File: src/rtl/ex_pkg.sv
// Shared encodings for the execute stage: ALUOp codes, funct constants, multiplier FSM states.
// Latency: n/a (types and constants only).
// Backpressure: n/a.
package ex_pkg;

  localparam int XLEN_DEFAULT = 32;

  typedef enum logic [1:0] {
    ALUOP_LDST = 2'b00,
    ALUOP_BR   = 2'b01,
    ALUOP_R    = 2'b10,
    ALUOP_I    = 2'b11
  } aluop_e;

  // {funct7, funct3}
  localparam logic [9:0] FN_ADD  = 10'b0000000_000;
  localparam logic [9:0] FN_SUB  = 10'b0100000_000;
  localparam logic [9:0] FN_AND  = 10'b0000000_111;
  localparam logic [9:0] FN_OR   = 10'b0000000_110;
  localparam logic [9:0] FN_XOR  = 10'b0000000_100;
  localparam logic [9:0] FN_SLL  = 10'b0000000_001;
  localparam logic [9:0] FN_MUL  = 10'b0000001_000;
  localparam logic [9:0] FN_SRAI = 10'b0100000_101;

  // I-type ops are selected on funct3 alone
  localparam logic [2:0] F3_ADDI = 3'b000;
  localparam logic [2:0] F3_SRAI = 3'b101;

  typedef enum logic {
    IDLE = 1'b0,
    BUSY = 1'b1
  } mul_state_e;

  typedef struct packed {
    logic mem_read;
    logic mem_write;
    logic mem_to_reg;
    logic reg_write;
  } mem_ctrl_t;

endpackage

File: src/rtl/mul_iter.sv
// Iterative shift-add multiplier, one multiplier bit per cycle; MUL_EARLY_TERM_EN stops once no set bits remain.
// Latency: MUL_CYCLES busy cycles (fewer with MUL_EARLY_TERM_EN); prod_o is valid while last_o is high.
// Backpressure: none; caller holds operands via its stall and may abort at any cycle.
module mul_iter
  import ex_pkg::*;
#(
  parameter int XLEN       = XLEN_DEFAULT,
  parameter int MUL_CYCLES = 32
) (
  input  logic            clk_i,
  input  logic            rst_i,
  input  logic            abort_i,
  input  logic            go_i,
  input  logic [XLEN-1:0] a_i,
  input  logic [XLEN-1:0] b_i,
  output logic            busy_o,
  output logic            last_o,
  output logic [XLEN-1:0] prod_o
);

  localparam int CW = (MUL_CYCLES > 1) ? $clog2(MUL_CYCLES) : 1;
  localparam logic [CW-1:0] LAST_CNT = CW'(MUL_CYCLES - 1);

  mul_state_e      state_q, state_d;
  logic [XLEN-1:0] acc_q, mcand_q, mplier_q, addend;
  logic [CW-1:0]   cnt_q;
  logic            done;

  // The final partial product is folded in combinationally so the product is ready on the last cycle.
  assign addend = mplier_q[0] ? mcand_q : '0;
  assign prod_o = acc_q + addend;

`ifdef MUL_EARLY_TERM_EN
  assign done = (cnt_q == LAST_CNT) || (mplier_q[XLEN-1:1] == '0);
`else
  assign done = (cnt_q == LAST_CNT);
`endif

  assign busy_o = (state_q == BUSY);
  assign last_o = busy_o && done;

  // FSM state register
  always_ff @(posedge clk_i) begin
    if (rst_i) state_q <= IDLE;
    else       state_q <= state_d;
  end

  // Next state: start on go, leave on abort or completion
  always_comb begin
    state_d = state_q;
    case (state_q)
      IDLE:    if (go_i && !abort_i) state_d = BUSY;
      BUSY:    if (abort_i || done)  state_d = IDLE;
      default: state_d = IDLE;
    endcase
  end

  // Operand capture in IDLE, one shift-add step per BUSY cycle
  always_ff @(posedge clk_i) begin
    if (rst_i) begin
      acc_q    <= '0;
      mcand_q  <= '0;
      mplier_q <= '0;
      cnt_q    <= '0;
    end else if (state_q == IDLE) begin
      if (go_i) begin
        acc_q    <= '0;
        mcand_q  <= a_i;
        mplier_q <= b_i;
        cnt_q    <= '0;
      end
    end else begin
      acc_q    <= prod_o;
      mcand_q  <= mcand_q << 1;
      mplier_q <= mplier_q >> 1;
      cnt_q    <= cnt_q + CW'(1);
    end
  end

endmodule

File: src/rtl/ex_stage.sv
// Execute stage fused with the EX/MEM register: ALU, branch resolve, iterative MUL (MUL_EARLY_TERM_EN shortens MUL).
// Latency: 1 cycle for non-MUL; MUL result appears the cycle after stall_o falls.
// Backpressure: stall_o (combinational) freezes upstream while a MUL runs; start_i low flushes a bubble.
module ex_stage
  import ex_pkg::*;
#(
  parameter int XLEN       = XLEN_DEFAULT,
  parameter int MUL_CYCLES = 32
) (
  input  logic            clk_i,
  input  logic            rst_i,
  input  logic            start_i,
  input  logic [XLEN-1:0] pc_i,
  input  logic            Branch_i,
  input  logic            MemRead_i,
  input  logic            MemtoReg_i,
  input  logic            MemWrite_i,
  input  logic            ALUSrc_i,
  input  logic            RegWrite_i,
  input  logic [1:0]      ALUOp_i,
  input  logic [9:0]      funct_i,
  input  logic [XLEN-1:0] RS1data_i,
  input  logic [XLEN-1:0] RS2data_i,
  input  logic [XLEN-1:0] imm_i,
  input  logic [4:0]      RDaddr_i,
  output logic [XLEN-1:0] ALUresult_o,
  output logic [XLEN-1:0] RS2data_o,
  output logic [4:0]      RDaddr_o,
  output logic            MemRead_o,
  output logic            MemWrite_o,
  output logic            MemtoReg_o,
  output logic            RegWrite_o,
  output logic            BranchTaken_o,
  output logic [XLEN-1:0] BranchTarget_o,
  output logic            stall_o
);

  logic [XLEN-1:0] op_b, alu_res, prod;
  logic            is_mul, mul_go, mul_busy, mul_last;
  logic [2:0]      funct3;
  mem_ctrl_t       ctrl_q;

  assign op_b   = ALUSrc_i ? imm_i : RS2data_i;
  assign funct3 = funct_i[2:0];

  // ALU decode; undefined codes yield 0 while control still propagates
  always_comb begin
    alu_res = '0;
    is_mul  = 1'b0;
    case (ALUOp_i)
      ALUOP_LDST: alu_res = RS1data_i + op_b;
      ALUOP_BR:   alu_res = RS1data_i - op_b;
      ALUOP_R: begin
        case (funct_i)
          FN_ADD:  alu_res = RS1data_i + op_b;
          FN_SUB:  alu_res = RS1data_i - op_b;
          FN_AND:  alu_res = RS1data_i & op_b;
          FN_OR:   alu_res = RS1data_i | op_b;
          FN_XOR:  alu_res = RS1data_i ^ op_b;
          FN_SLL:  alu_res = RS1data_i << op_b[4:0];
          FN_MUL:  is_mul  = 1'b1;
          default: alu_res = '0;
        endcase
      end
      ALUOP_I: begin
        if (funct3 == F3_ADDI)      alu_res = RS1data_i + op_b;
        else if (funct3 == F3_SRAI) alu_res = $unsigned($signed(RS1data_i) >>> imm_i[4:0]);
      end
      default: alu_res = '0;
    endcase
  end

  // A held MUL instruction must not re-launch while the multiplier is busy with it.
  assign mul_go  = start_i && is_mul && !mul_busy;
  assign stall_o = start_i && (mul_busy ? !mul_last : is_mul);

  mul_iter #(
    .XLEN       (XLEN),
    .MUL_CYCLES (MUL_CYCLES)
  ) u_mul (
    .clk_i   (clk_i),
    .rst_i   (rst_i),
    .abort_i (!start_i),
    .go_i    (mul_go),
    .a_i     (RS1data_i),
    .b_i     (op_b),
    .busy_o  (mul_busy),
    .last_o  (mul_last),
    .prod_o  (prod)
  );

  // EX/MEM register: bubble on reset, flush or stall; otherwise ALU or final MUL result
  always_ff @(posedge clk_i) begin
    if (rst_i || !start_i || stall_o) begin
      ALUresult_o    <= '0;
      RS2data_o      <= '0;
      RDaddr_o       <= '0;
      ctrl_q         <= '0;
      BranchTaken_o  <= 1'b0;
      BranchTarget_o <= '0;
    end else begin
      ALUresult_o    <= mul_busy ? prod : alu_res;
      RS2data_o      <= RS2data_i;
      RDaddr_o       <= RDaddr_i;
      ctrl_q         <= '{mem_read: MemRead_i, mem_write: MemWrite_i,
                          mem_to_reg: MemtoReg_i, reg_write: RegWrite_i};
      BranchTaken_o  <= Branch_i && (RS1data_i == RS2data_i);
      BranchTarget_o <= pc_i + (imm_i << 1);
    end
  end

  assign MemRead_o  = ctrl_q.mem_read;
  assign MemWrite_o = ctrl_q.mem_write;
  assign MemtoReg_o = ctrl_q.mem_to_reg;
  assign RegWrite_o = ctrl_q.reg_write;

endmodule

File: config.mk
export PLATFORM = sky130hd
export DESIGN_NAME = ex_stage
export DESIGN_NICKNAME = d
export VERILOG_FILES = /design/src/rtl/ex_pkg.sv /design/src/rtl/mul_iter.sv /design/src/rtl/ex_stage.sv
export SDC_FILE = /design/constraint.sdc
export NUM_CORES = 1
export LEC_CHECK = 0
export CELL_PAD_IN_SITES_DETAIL_PLACEMENT = 0
export CELL_PAD_IN_SITES_GLOBAL_PLACEMENT = 2
export CORE_ASPECT_RATIO = 0.6
export CORE_MARGIN = 10
export CORE_UTILIZATION = 30
export DETAILED_ROUTE_END_ITERATION = 7
export PLACE_DENSITY = 0.86
export SLEW_MARGIN = 15
export SYNTH_ARGS = -nofsm -noshare
export SYNTH_HDL_FRONTEND = slang
export SYNTH_SLANG_ARGS = --single-unit
File: constraint.sdc
create_clock -name clk_i -period 4.2 [get_ports clk_i]
set_input_delay 0.42 -clock clk_i [delete_from_list [all_inputs] [get_ports clk_i]]
set_output_delay 0.42 -clock clk_i [all_outputs]
set_load 0.1 [all_outputs]
==> key figures, run 1 <==
Floorplanning
  – Number of placed I/O pins: 261
  – Die Ht: 221 um
  – Core ar.: 66,500 um2
  – Site Rows: 73
  – Die width: 355 um
  – DIE AREA: 78,600 um2
  – Initial Util: 30.4%

STA
  – Endpoints failing setup: 0
  – Final min period: 3.94 ns
  – Final Max Tran Viols: 0
  – Max Fclk: 0.254 GHz
  – RSZ-0062 raised after global routing: no
  – Max-Slew Margin vs Limit: 21.7%
  – Crit share post-route: 93.7%
  – Worst Tran Pin Value: 1.17 ns
  – Hold WS: 0.123 ns
  – Hold Vio Cnt, Final: 0
  – Worst Skew: 0.0203 ns
  – Setup TNS: 0 ns

Critical path
  – R2R Path End: u_mul.acc_q[30]
  – Critical Path Fanout Max: 3
  – Reg2Reg Launch Point: u_mul.mplier_q[0]
  – WP data arrival: 4.37 ns
  – Critical Path Sink Type: register
  – Worst R2R Setup Slack: 0.26 ns
  – WS Path Type: reg2reg
  – Reg2reg path depth: 15
  – CP Launch Type: register
  – CP required: 4.63 ns

Final layout
  – Final Cell Area: 26,400 um2
  – Final non-filler cell total: 4,006
  – Diode count: 0
  – Layout Area Growth over Synthesis: 30.4%
  – Core Util, Final: 39.7%
  – Layout cell share with drive strength beyond 1: 14.5%
  – Final nets: 3,421

GRT
  – Vias in the first global route: 21,400
  – First-pass GRT wire length: 147,000 um
  – Antenna violations before repair: 0
  – GR Overflow Total: 0
  – Largest net degree at the start of global routing: 97
  – Total track usage: 24.4%

Placement
  – DP Area: 25,500 um2
  – PortBufs: 260
  – Placed cells: 3,961
  – Detailed Place HPWL: 81,300 um
  – RD Place Congestion: 0.981

Yosys
  – Post-Syn Area: 20,200 um2
  – Seq cells post-synth: 208
  – Synthesized area per cell: 7.55 um2
  – Ys async rst share: 0%
  – Seq/Total Area, Yosys: 20.6%
  – Share of the synthesized area in the top cell type: 20.6%
  – Most common cell in the netlist: a21oi_1
  – Yosys cell types: 97
  – Cells after synthesis: 2,683
  – Post-synth EDFFs: 0
  – Main synth FF type: dfxtp_1
  – Mapped Nets: 3,016
  – Post-synth top cells: a21oi_1 (315), nand2_1 (294), nor2_1 (263)
  – Synth warn: 0
  – Top area cells in the synthesized netlist: dfxtp_1 (21%), ha_1 (11%), a21oi_1 (7.8%)
  – Cell taking the most area after synthesis: dfxtp_1

Hold path
  – Hold WC Path Type: in2reg
  – Hold_sp: rst_i
  – Hold Crit Depth: 2
  – Hold path endpoint: u_mul.busy_o

Detailed routing
  – Final ANT Viol Nets: 0
  – DRC Markers: 0
  – Via count: 22,100
  – First-pass iteration count of the detailed router: 5
  – Via density: 5.52
  – 1st-iter DRT viols: 2,341
  – Total wire length: 101,000 um
  – Avg WL per Cell: 25.1 um

Clocking
  – CTS Buf Count: 25
  – Clk sink count: 208
  – H-tree lvl count: 1
  – CTS max path bufs: 3
  – CTS root buf: clkbuf_16
  – CTS tree: yes
  – Clk Latency, worst-skew pair: 0.61 ns
  – Clock Pin Slew Worst Setup and Hold Paths: 0.06 ns

Outcome
  – Status: finished, final reports clean

Job
  – Max cap viols: 0

Pwr
  – Pwr Density: 297 nW/um2
  – Leakage power: 11.2 nW
  – Maximum vdd drop: 302 uV
[layout by cell type (no fill, tap or decap), types with 18 or more instances in the layout]
master	n
a211oi_1	53
a21o_1	42
a21oi_1	315
a22oi_1	34
a31oi_1	25
and2_1	85
buf_4	299
clkbuf_16	25
clkdlybuf4s50_1	254
dfxtp_1	207
ha_1	175
inv_1	134
mux2i_1	135
mux4_2	37
nand2_1	294
nand2b_1	18
nand3_1	26
nor2_1	262
nor3_1	28
o21ai_0	162
o22ai_1	25
xnor2_1	103
xor2_1	37
[worst max-delay path by stage]
stage | start | endpoint | depth (start not counted)
2_1_floorplan | ALUSrc_i | ALUresult_o[30] | 19
3_3_place_gp | RS2data_i[1] | ALUresult_o[21] | 17
6_report | u_mul.mplier_q[0] | u_mul.acc_q[30] | 15
3_5_place_dp | RS2data_i[1] | ALUresult_o[21] | 17
5_1_grt | u_mul.mplier_q[0] | u_mul.acc_q[30] | 15
4_1_cts | RS2data_i[1] | ALUresult_o[21] | 17
[kinds of logic after synthesis]
logic type	count (synthesis)	synth area share (%)
muxes	182	11.5
AOI/OAI and AO/OA	836	25.8
adders and majority gates	179	11.2
and+or+nand+nor	807	18.1
DFF	208	20.6
xor gates and xnor gates	141	6.10
buffers and inverters	330	6.74
[registers in the layout, indices dropped and copies added (netlist names), 5 cells and up]
register	cells
u_mul.mplier_q	32
u_mul.cnt_q	5
u_mul.acc_q	32
RDaddr_o	5
ALUresult_o	32
RS2data_o	32
BranchTarget_o	32
u_mul.mcand_q	32
[timing repair]
item | in CTS | in global routing
setup endpoints to repair | 0 | 1
setup buffers | 0 | 0
endpoints found under the hold margin | 0 | 0
gates resized for setup | 0 | 1
hold buffers | 0 | 0
[power breakdown]
part	switching, W	total [W]	internal (W)	leakage, nW
sequential	0.0000211	0.00205	0.00203	1.69
clock	0.00105	0.00240	0.00136	0.424
combinational	0.00213	0.00338	0.00125	9.04
[stage by stage]
step                      total power (W)  worst slack (ns)
after detailed placement          0.00541            -0.411
after global routing              0.00817           0.00638
after CTS                         0.00785             0.229
after floorplan                   0.00402            0.0244
final                             0.00784             0.264
after global placement            0.00541            -0.370
[metal layers]
layer  global-route usage, %  part of all wire [%]  routed length (um)  vias up
met1                    36.3                    49               49300    10800
li1                        -                     -                   -    10300
met3                    7.34                   9.5                9600       88
met2                    34.2                    40               39900      883
met5                       0                     0                   0        -
met4                    4.25                   1.8                1810        0
[critical path, cell delays in order (launching register included)]
cell and delay, ns:
dfxtp_1 0.33, and2_1 0.17, ha_1 0.26, fa_1 0.45, a21o_1 0.21, a221oi_2 0.33
a221o_1 0.38, a21oi_1 0.17, o41ai_1 0.52, buf_4 0.21, nand2b_1 0.05, a21oi_1 0.19
o21ai_0 0.14, xor2_1 0.16, nand2_1 0.12, a21oi_1 0.08
[final cells by class]
type                            count  area (um2)
Clock buffer                       31         688
Clock inverter                     14         176
Fill cell                        7074       40100
Inverter                          144         543
Multi-Input combinational cell   2145       14700
Sequential cell                   208        4170
Tap cell                          900        1130
Timing Repair Buffer              564        4950
No activity file was read; power rests on OpenSTA's default activity.
==> run 2, diff against run 1 <==
--- a/config.mk
+++ b/config.mk
@@ -12,6 +12,8 @@
 export CORE_UTILIZATION = 30
 export DETAILED_ROUTE_END_ITERATION = 7
 export PLACE_DENSITY = 0.86
+export REMOVE_ABC_BUFFERS = 1
+export SETUP_SLACK_MARGIN = 0.4
 export SLEW_MARGIN = 15
 export SYNTH_ARGS = -nofsm -noshare
 export SYNTH_HDL_FRONTEND = slang
==> run 2 against run 1 <==
Compared with the run above: final cell count down 0.30%; non-clock buffer count down 16; clock skew up 0.0010 ns; power down 0.77%; worst setup slack better by 0.24 ns; critical endpoint is now stall_o; fmax up 6.4%; critical path depth down 6; sequential cell count unchanged.
==> key figures, run 2 (synthesis gave the netlist of run 1 again) <==
Outcome
  – Status: finished, final reports clean

Critical path
  – CP required: 3.78 ns (-0.85 ns)
  – CP Launch Type: input pin
  – Worst R2R Setup Slack: 0.58 ns (+0.32 ns)
  – WP data arrival: 3.28 ns (-1.09 ns)
  – Max stage delay cell, worst path: nor3b_1
  – Critical Path Fanout Max: 3 (unchanged)
  – Critical Path Sink Type: primary output
  – Crit path largest cell delay: 0.75 ns (+0.23 ns)
  – Critical-path cell list: clkdlybuf4s50_1 > or2_1 > nor2_1 > nand4b_1 > nor3b_1 > and2_1 > o21ai_1 > inv_1 > buf_12
  – WS Path Type: in2out

Clocking
  – H-tree lvl count: 1 (unchanged)
  – CTS Buf Count: 26 (+4.0%)
  – CTS tree: yes
  – Clk Latency, worst-skew pair: 0.60 ns (about the same)
  – Clk sink count: 208 (unchanged)
  – Clock Pin Slew Worst Setup and Hold Paths: 0.06 ns (about the same)
  – CTS root buf: clkbuf_16
  – CTS max path bufs: 3 (unchanged)
  – CTS Hold Bufs: 0 (unchanged)

Floorplanning
  – Die Ht: 221 um (unchanged)
  – DIE AREA: 78,600 um2 (unchanged)
  – Core ar.: 66,500 um2 (unchanged)
  – Number of placed I/O pins: 261 (unchanged)
  – Die width: 355 um (unchanged)
  – Initial Util: 30.4% (unchanged)
  – Site Rows: 73 (unchanged)

Placement
  – Detailed Place HPWL: 80,300 um (-1.2%)
  – PortBufs: 260 (unchanged)
  – RD Place Congestion: 1.03 (+5.1%)
  – DP Area: 25,400 um2 (-0.55%)

STA
  – Crit share post-route: 88.1% (-5.6 points)
  – Max-Slew Margin vs Limit: 26.8% (+5.1 points)
  – Final min period: 3.70 ns (-0.237 ns)
  – Setup TNS: 0 ns (unchanged)
  – Max Fclk: 0.270 GHz (+6.4%)
  – Hold Vio Cnt, Final: 0 (unchanged)
  – Worst Tran Pin Value: 1.09 ns (-0.0878 ns)
  – Worst Skew: 0.0213 ns (+0.00100 ns)
  – Endpoints failing setup: 0 (unchanged)
  – Final Max Tran Viols: 0 (unchanged)
  – RSZ-0062 raised after global routing: yes

Final layout
  – FF/Latch Area: 4170 um2 (about the same)
  – Layout cell share with drive strength beyond 1: 14.5% (+0.028 points)
  – Core Util, Final: 39.7% (about the same)
  – Most frequent cells in the layout: a21oi_1 (312), nand2_1 (294), buf_4 (284)
  – Final Cell Area: 26,400 um2 (about the same)
  – Final nets: 3,406 (-0.44%)
  – Fillers: 6,975 (-1.4%)
  – Layout Area Growth over Synthesis: 30.4% (about the same)
  – Area occupied by multi-input gates: 14,900 um2 (+0.75%)
  – Leading cell type in the layout, fill and taps excluded: a21oi_1

Detailed routing
  – Via density: 5.51 (-0.14%)
  – Total wire length: 98,500 um (-2.1%)
  – Avg WL per Cell: 24.7 um (-1.8%)
  – First-pass iteration count of the detailed router: 5 (unchanged)
  – DRC Markers: 0 (unchanged)
  – Via count: 22,000 (-0.44%)
  – Final ANT Viol Nets: 0 (unchanged)
  – 1st-iter DRT viols: 2,511 (+7.3%)

Job
  – Max cap viols: 0 (unchanged)

Pwr
  – Leakage power: 11.1 nW (-0.31%)
  – Pwr Density: 295 nW/um2 (-0.80%)
  – Maximum vdd drop: 289 uV (-4.1%)

Hold path
  – Hold WC Path Type: in2reg

GRT
  – Largest net degree at the start of global routing: 85 (-12%)
  – First-pass GRT wire length: 143,000 um (-2.9%)
  – Vias in the first global route: 20,700 (-3.1%)
  – Total track usage: 23.7% (-0.68 points)
  – GR Overflow Total: 0 (unchanged)
  – Antenna violations before repair: 4 (+4)
run 2: layout make-up:
type,instances,share of cell area [%]
repair buffers,548,18.2
multi-input cells,2145,56.3
clock buffers,35,2.86
diodes,1,0.00948
clock inverters,13,0.502
inverters,144,2.06
well taps,900,4.27
flip-flops and latches,208,15.8
run 2: metal layers:
layer	up-vias	track usage (%)	wire length, um
li1	10300	-	-
met1	10800	36.0	48500
met2	838	33.9	40000
met3	103	5.16	8230
met4	2	3.97	1810
met5	-	0	13
run 2: metrics by stage:
stage          std cells  hold WS (ns)  setup WS, ns  power [W]
3_5_place_dp        3944         0.454        -0.151    0.00534
2_1_floorplan       2497         0.430         -2.89    0.00390
6_report            3994         0.219         0.501    0.00778
4_1_cts             3992         0.193         0.449    0.00779
5_1_grt             3993         0.234         0.345    0.00811
3_3_place_gp        3944         0.448        -0.118    0.00533
run 2: what timing repair did:
item	CTS	global route
resized for setup	3	19
setup buffers	0	1
pin swaps	1	4
endpoints found under the setup margin	6	19
run 2: worst paths after layout:
check	end	startpoint	cells after the start
setup / recovery	stall_o	funct_i[1]	9
setup reg to reg	ALUresult_o[30]	u_mul.mplier_q[0]	16
hold reg to reg	u_mul.acc_q[24]	u_mul.acc_q[24]	2
hold / removal	BranchTarget_o[1]	imm_i[0]	3
run 2: where the power goes:
group          leakage [nW]  switching (W)  internal (W)  total (W)
logic                  9.00        0.00209       0.00123    0.00332
registers              1.69      0.0000194       0.00203    0.00205
clock network         0.429        0.00102       0.00138    0.00240
run 2: critical path, delay by kind of cell:
kind / cells / cell delay, ns
and+or+nand+nor: 5 / 1.96
AOI/OAI and AO/OA: 1 / 0.09
buffers and inverters: 3 / 0.79
==> run 3, diff against run 2 <==
==> constraint.sdc (replaced) <==
create_clock -name clk_i -period 4.2 [get_ports clk_i]
set_input_delay 0.84 -clock clk_i [delete_from_list [all_inputs] [get_ports clk_i]]
set_output_delay 0.84 -clock clk_i [all_outputs]
set_load 0.1 [all_outputs]
==> run 3 against run 2 <==
Compared with the run above: via count grew 4.3%; critical path type is now in2reg; worst setup slack got worse by 0.076 ns; global-route usage up 0.31 points; non-clock buffer count rose by 214; final area up 8.0%; critical path depth up 5; clock power down 2%; fmax shrank 2.0%; largest cell class unchanged; first-iteration DRC count grew 0.40%.
==> key figures, run 3 (synthesis gave the netlist of run 1 again) <==
STA
  – Final min period: 3.78 ns (+0.0759 ns)
  – Endpoints failing setup: 0 (unchanged)
  – Worst Tran Pin Value: 1.02 ns (-0.0619 ns)
  – Max Fclk: 0.265 GHz (-2.0%)
  – Fin worst setup slack: 0.425 ns (-0.0759 ns)
  – Final Max Tran Viols: 0 (unchanged)
  – Setup TNS: 0 ns (unchanged)
  – Max-Slew Margin vs Limit: 31.5% (+4.6 points)
  – Crit share post-route: 89.9% (+1.8 points)
  – Worst Skew: 0.0218 ns (+0.000479 ns)
  – RSZ-0062 raised after global routing: yes
  – Hold Vio Cnt, Final: 0 (unchanged)

Clocking
  – CTS root buf: clkbuf_16
  – CTS max path bufs: 3 (unchanged)
  – H-tree lvl count: 1 (unchanged)
  – CTS Hold Bufs: 0 (unchanged)
  – Clk sink count: 208 (unchanged)
  – CTS tree: yes
  – CTS Buf Count: 26 (unchanged)
  – Clock Pin Slew Worst Setup and Hold Paths: 0.06 ns (about the same)
  – Clk Latency, worst-skew pair: 0.59 ns (about the same)

Critical path
  – WP data arrival: 4.25 ns (+0.97 ns)
  – Most used cell, CP: nand2_1
  – Crit path largest cell delay: 0.66 ns (-0.09 ns)
  – WS Path Type: in2reg
  – Critical Path Sink Type: register
  – Critical path's top delay family: compound AO/OA/AOI/OAI gates
  – Critical Path Fanout Max: 4 (+1)
  – Critical-path cell list: clkdlybuf4s50_1 > inv_1 > ha_1 > nand2_1 > o21ai_0 > nand2_1 > o311ai_1 > o31a_1 > a41o_1 > nand2_2 > o41ai_4 > xnor2_2 > o221ai_2 > a32o_1
  – Max stage delay cell, worst path: clkdlybuf4s50_1
  – CP Launch Type: input pin
  – CP bufs+invs: 2 (-1)
  – CP required: 4.67 ns (+0.89 ns)

GRT
  – Antenna violations before repair: 2 (-2)
  – Total track usage: 24.0% (+0.31 points)
  – GR Overflow Total: 0 (unchanged)
  – Vias in the first global route: 21,900 (+5.5%)
  – First-pass GRT wire length: 145,000 um (+1.6%)
  – Largest net degree at the start of global routing: 184 (+120%)

Floorplanning
  – Initial Util: 30.4% (unchanged)
  – Die Ht: 221 um (unchanged)
  – Core ar.: 66,500 um2 (unchanged)
  – Number of placed I/O pins: 261 (unchanged)
  – Site Rows: 73 (unchanged)
  – DIE AREA: 78,600 um2 (unchanged)
  – Die width: 355 um (unchanged)

Final layout
  – Fillers: 6,884 (-1.3%)
  – Layout Area Growth over Synthesis: 40.8%
  – Final non-filler cell total: 4,205 (+5.3%)
  – Most frequent cells in the layout: buf_4 (489), a21oi_1 (301), nand2_1 (293)
  – Final nets: 3,620 (+6.3%)
  – Layout cell share with drive strength beyond 1: 21.7% (+7.2 points)
  – Leading cell type in the layout, fill and taps excluded: buf_4

Pwr
  – Pwr Density: 283 nW/um2 (-3.8%)
  – Seq pwr share: 25.4% (-1.0 points)
  – Sw Share: 39.2% (-1.0 points)
  – Maximum vdd drop: 280 uV (-3.2%)
  – Clock Power Share: 29.0% (-1.9 points)
  – Leakage power: 12.3 nW (+10%)
  – Combinational power share: 45.6% (+2.9 points)
  – Internal: 0.00491 W (+5.6%)
  – Total power: 0.00808 W (+3.9%)
  – P_sw: 0.00317 W (+1.3%)

Placement
  – Placed cells: 4,148 (+5.2%)
  – PortBufs: 260 (unchanged)
  – RD Place Congestion: 1.03 (-0.51%)
  – Pre-CTS setup slack: -0.540 ns (-0.389 ns)
  – Detailed Place HPWL: 82,300 um (+2.5%)

Detailed routing
  – Via density: 5.46 (-0.92%)
  – Avg WL per Cell: 23.8 um (-3.3%)
  – Total wire length: 100,000 um (+1.8%)
  – DRC Markers: 0 (unchanged)
  – Final ANT Viol Nets: 0 (unchanged)
  – Via count: 23,000 (+4.3%)
  – 1st-iter DRT viols: 2,521 (+0.40%)
  – First-pass iteration count of the detailed router: 5 (unchanged)

Job
  – Max cap viols: 0 (unchanged)

Outcome
  – Status: finished, final reports clean

Hold path
  – Hold WC Path Type: reg2reg
-- run 3: cell count changes in the layout (fill, tap and decap cells not counted), moves of 7 or more --
cell             change
ha_4                 +9
buf_4              +205
a21oi_1             -11
o21ai_1              +7
o21ai_0              -8
clkdlybuf4s50_1      -7
ha_1                -12
-- run 3: what timing repair did --
item	CTS	global route
endpoints found under the setup margin	22	35
hold endpoints to repair	0	0
pin swaps	7	42
buffers inserted	1	10
resized for setup	38	96
-- run 3: tightest hold or removal path, stage by stage (launching register included) --
cell and delay [ns]:
dfxtp_1 0.31, nand2_1 0.05, a21oi_1 0.05
-- run 3: area by class of cell --
cell class	instances	area (um2)	share of cell area [%]
clock buffers	39	771	2.70
inverters	144	543	1.90
multi-input cells	2145	15300	53.7
flip-flops and latches	208	4170	14.6
repair buffers	762	6500	22.8
clock inverters	6	90.1	0.316
diodes	1	2.50	0.00878
well taps	900	1130	3.95
-- run 3: final timing paths --
check                          from               to  slack (ns)  cells past startpoint
setup reg to reg  u_mul.mplier_q[0]  ALUresult_o[30]        0.58                     15
hold / removal       u_mul.acc_q[8]   u_mul.acc_q[8]        0.46                      2
hold reg to reg      u_mul.acc_q[8]   u_mul.acc_q[8]        0.46                      2
setup / recovery      RS1data_i[12]  ALUresult_o[31]        0.42                     14
-- run 3: per-stage QoR --
| step | util (%) | cell area [um2] | hold WS, ns |
|---|---|---|---|
| 3_3_place_gp | 40.5 | 26900 | 0.448 |
| 4_1_cts | 42.1 | 28000 | 0.462 |
| 2_1_floorplan | - | 19400 | 0.430 |
| 6_report | 42.9 | 28500 | 0.460 |
| 5_1_grt | 42.9 | 28500 | 0.476 |
| 3_5_place_dp | 40.5 | 26900 | 0.454 |
-- run 3: metal layers --
layer / vias to the layer above / wire length, um / GRT usage, %
met1: 11100 / 47700 / 35.7
met3: 121 / 9410 / 5.91
met4: 0 / 2690 / 5.91
met2: 995 / 40500 / 33.9
met5: - / 0 / 0
li1: 10700 / - / -
-- run 3: power groups by stage --
stage	registers (W)	logic [W]	clock network, W
6_report	0.00206	0.00368	0.00234
3_3_place_gp	0.00210	0.00345	0
3_5_place_dp	0.00210	0.00347	0
2_1_floorplan	0.00253	0.00137	0
4_1_cts	0.00206	0.00352	0.00241
5_1_grt	0.00206	0.00389	0.00248
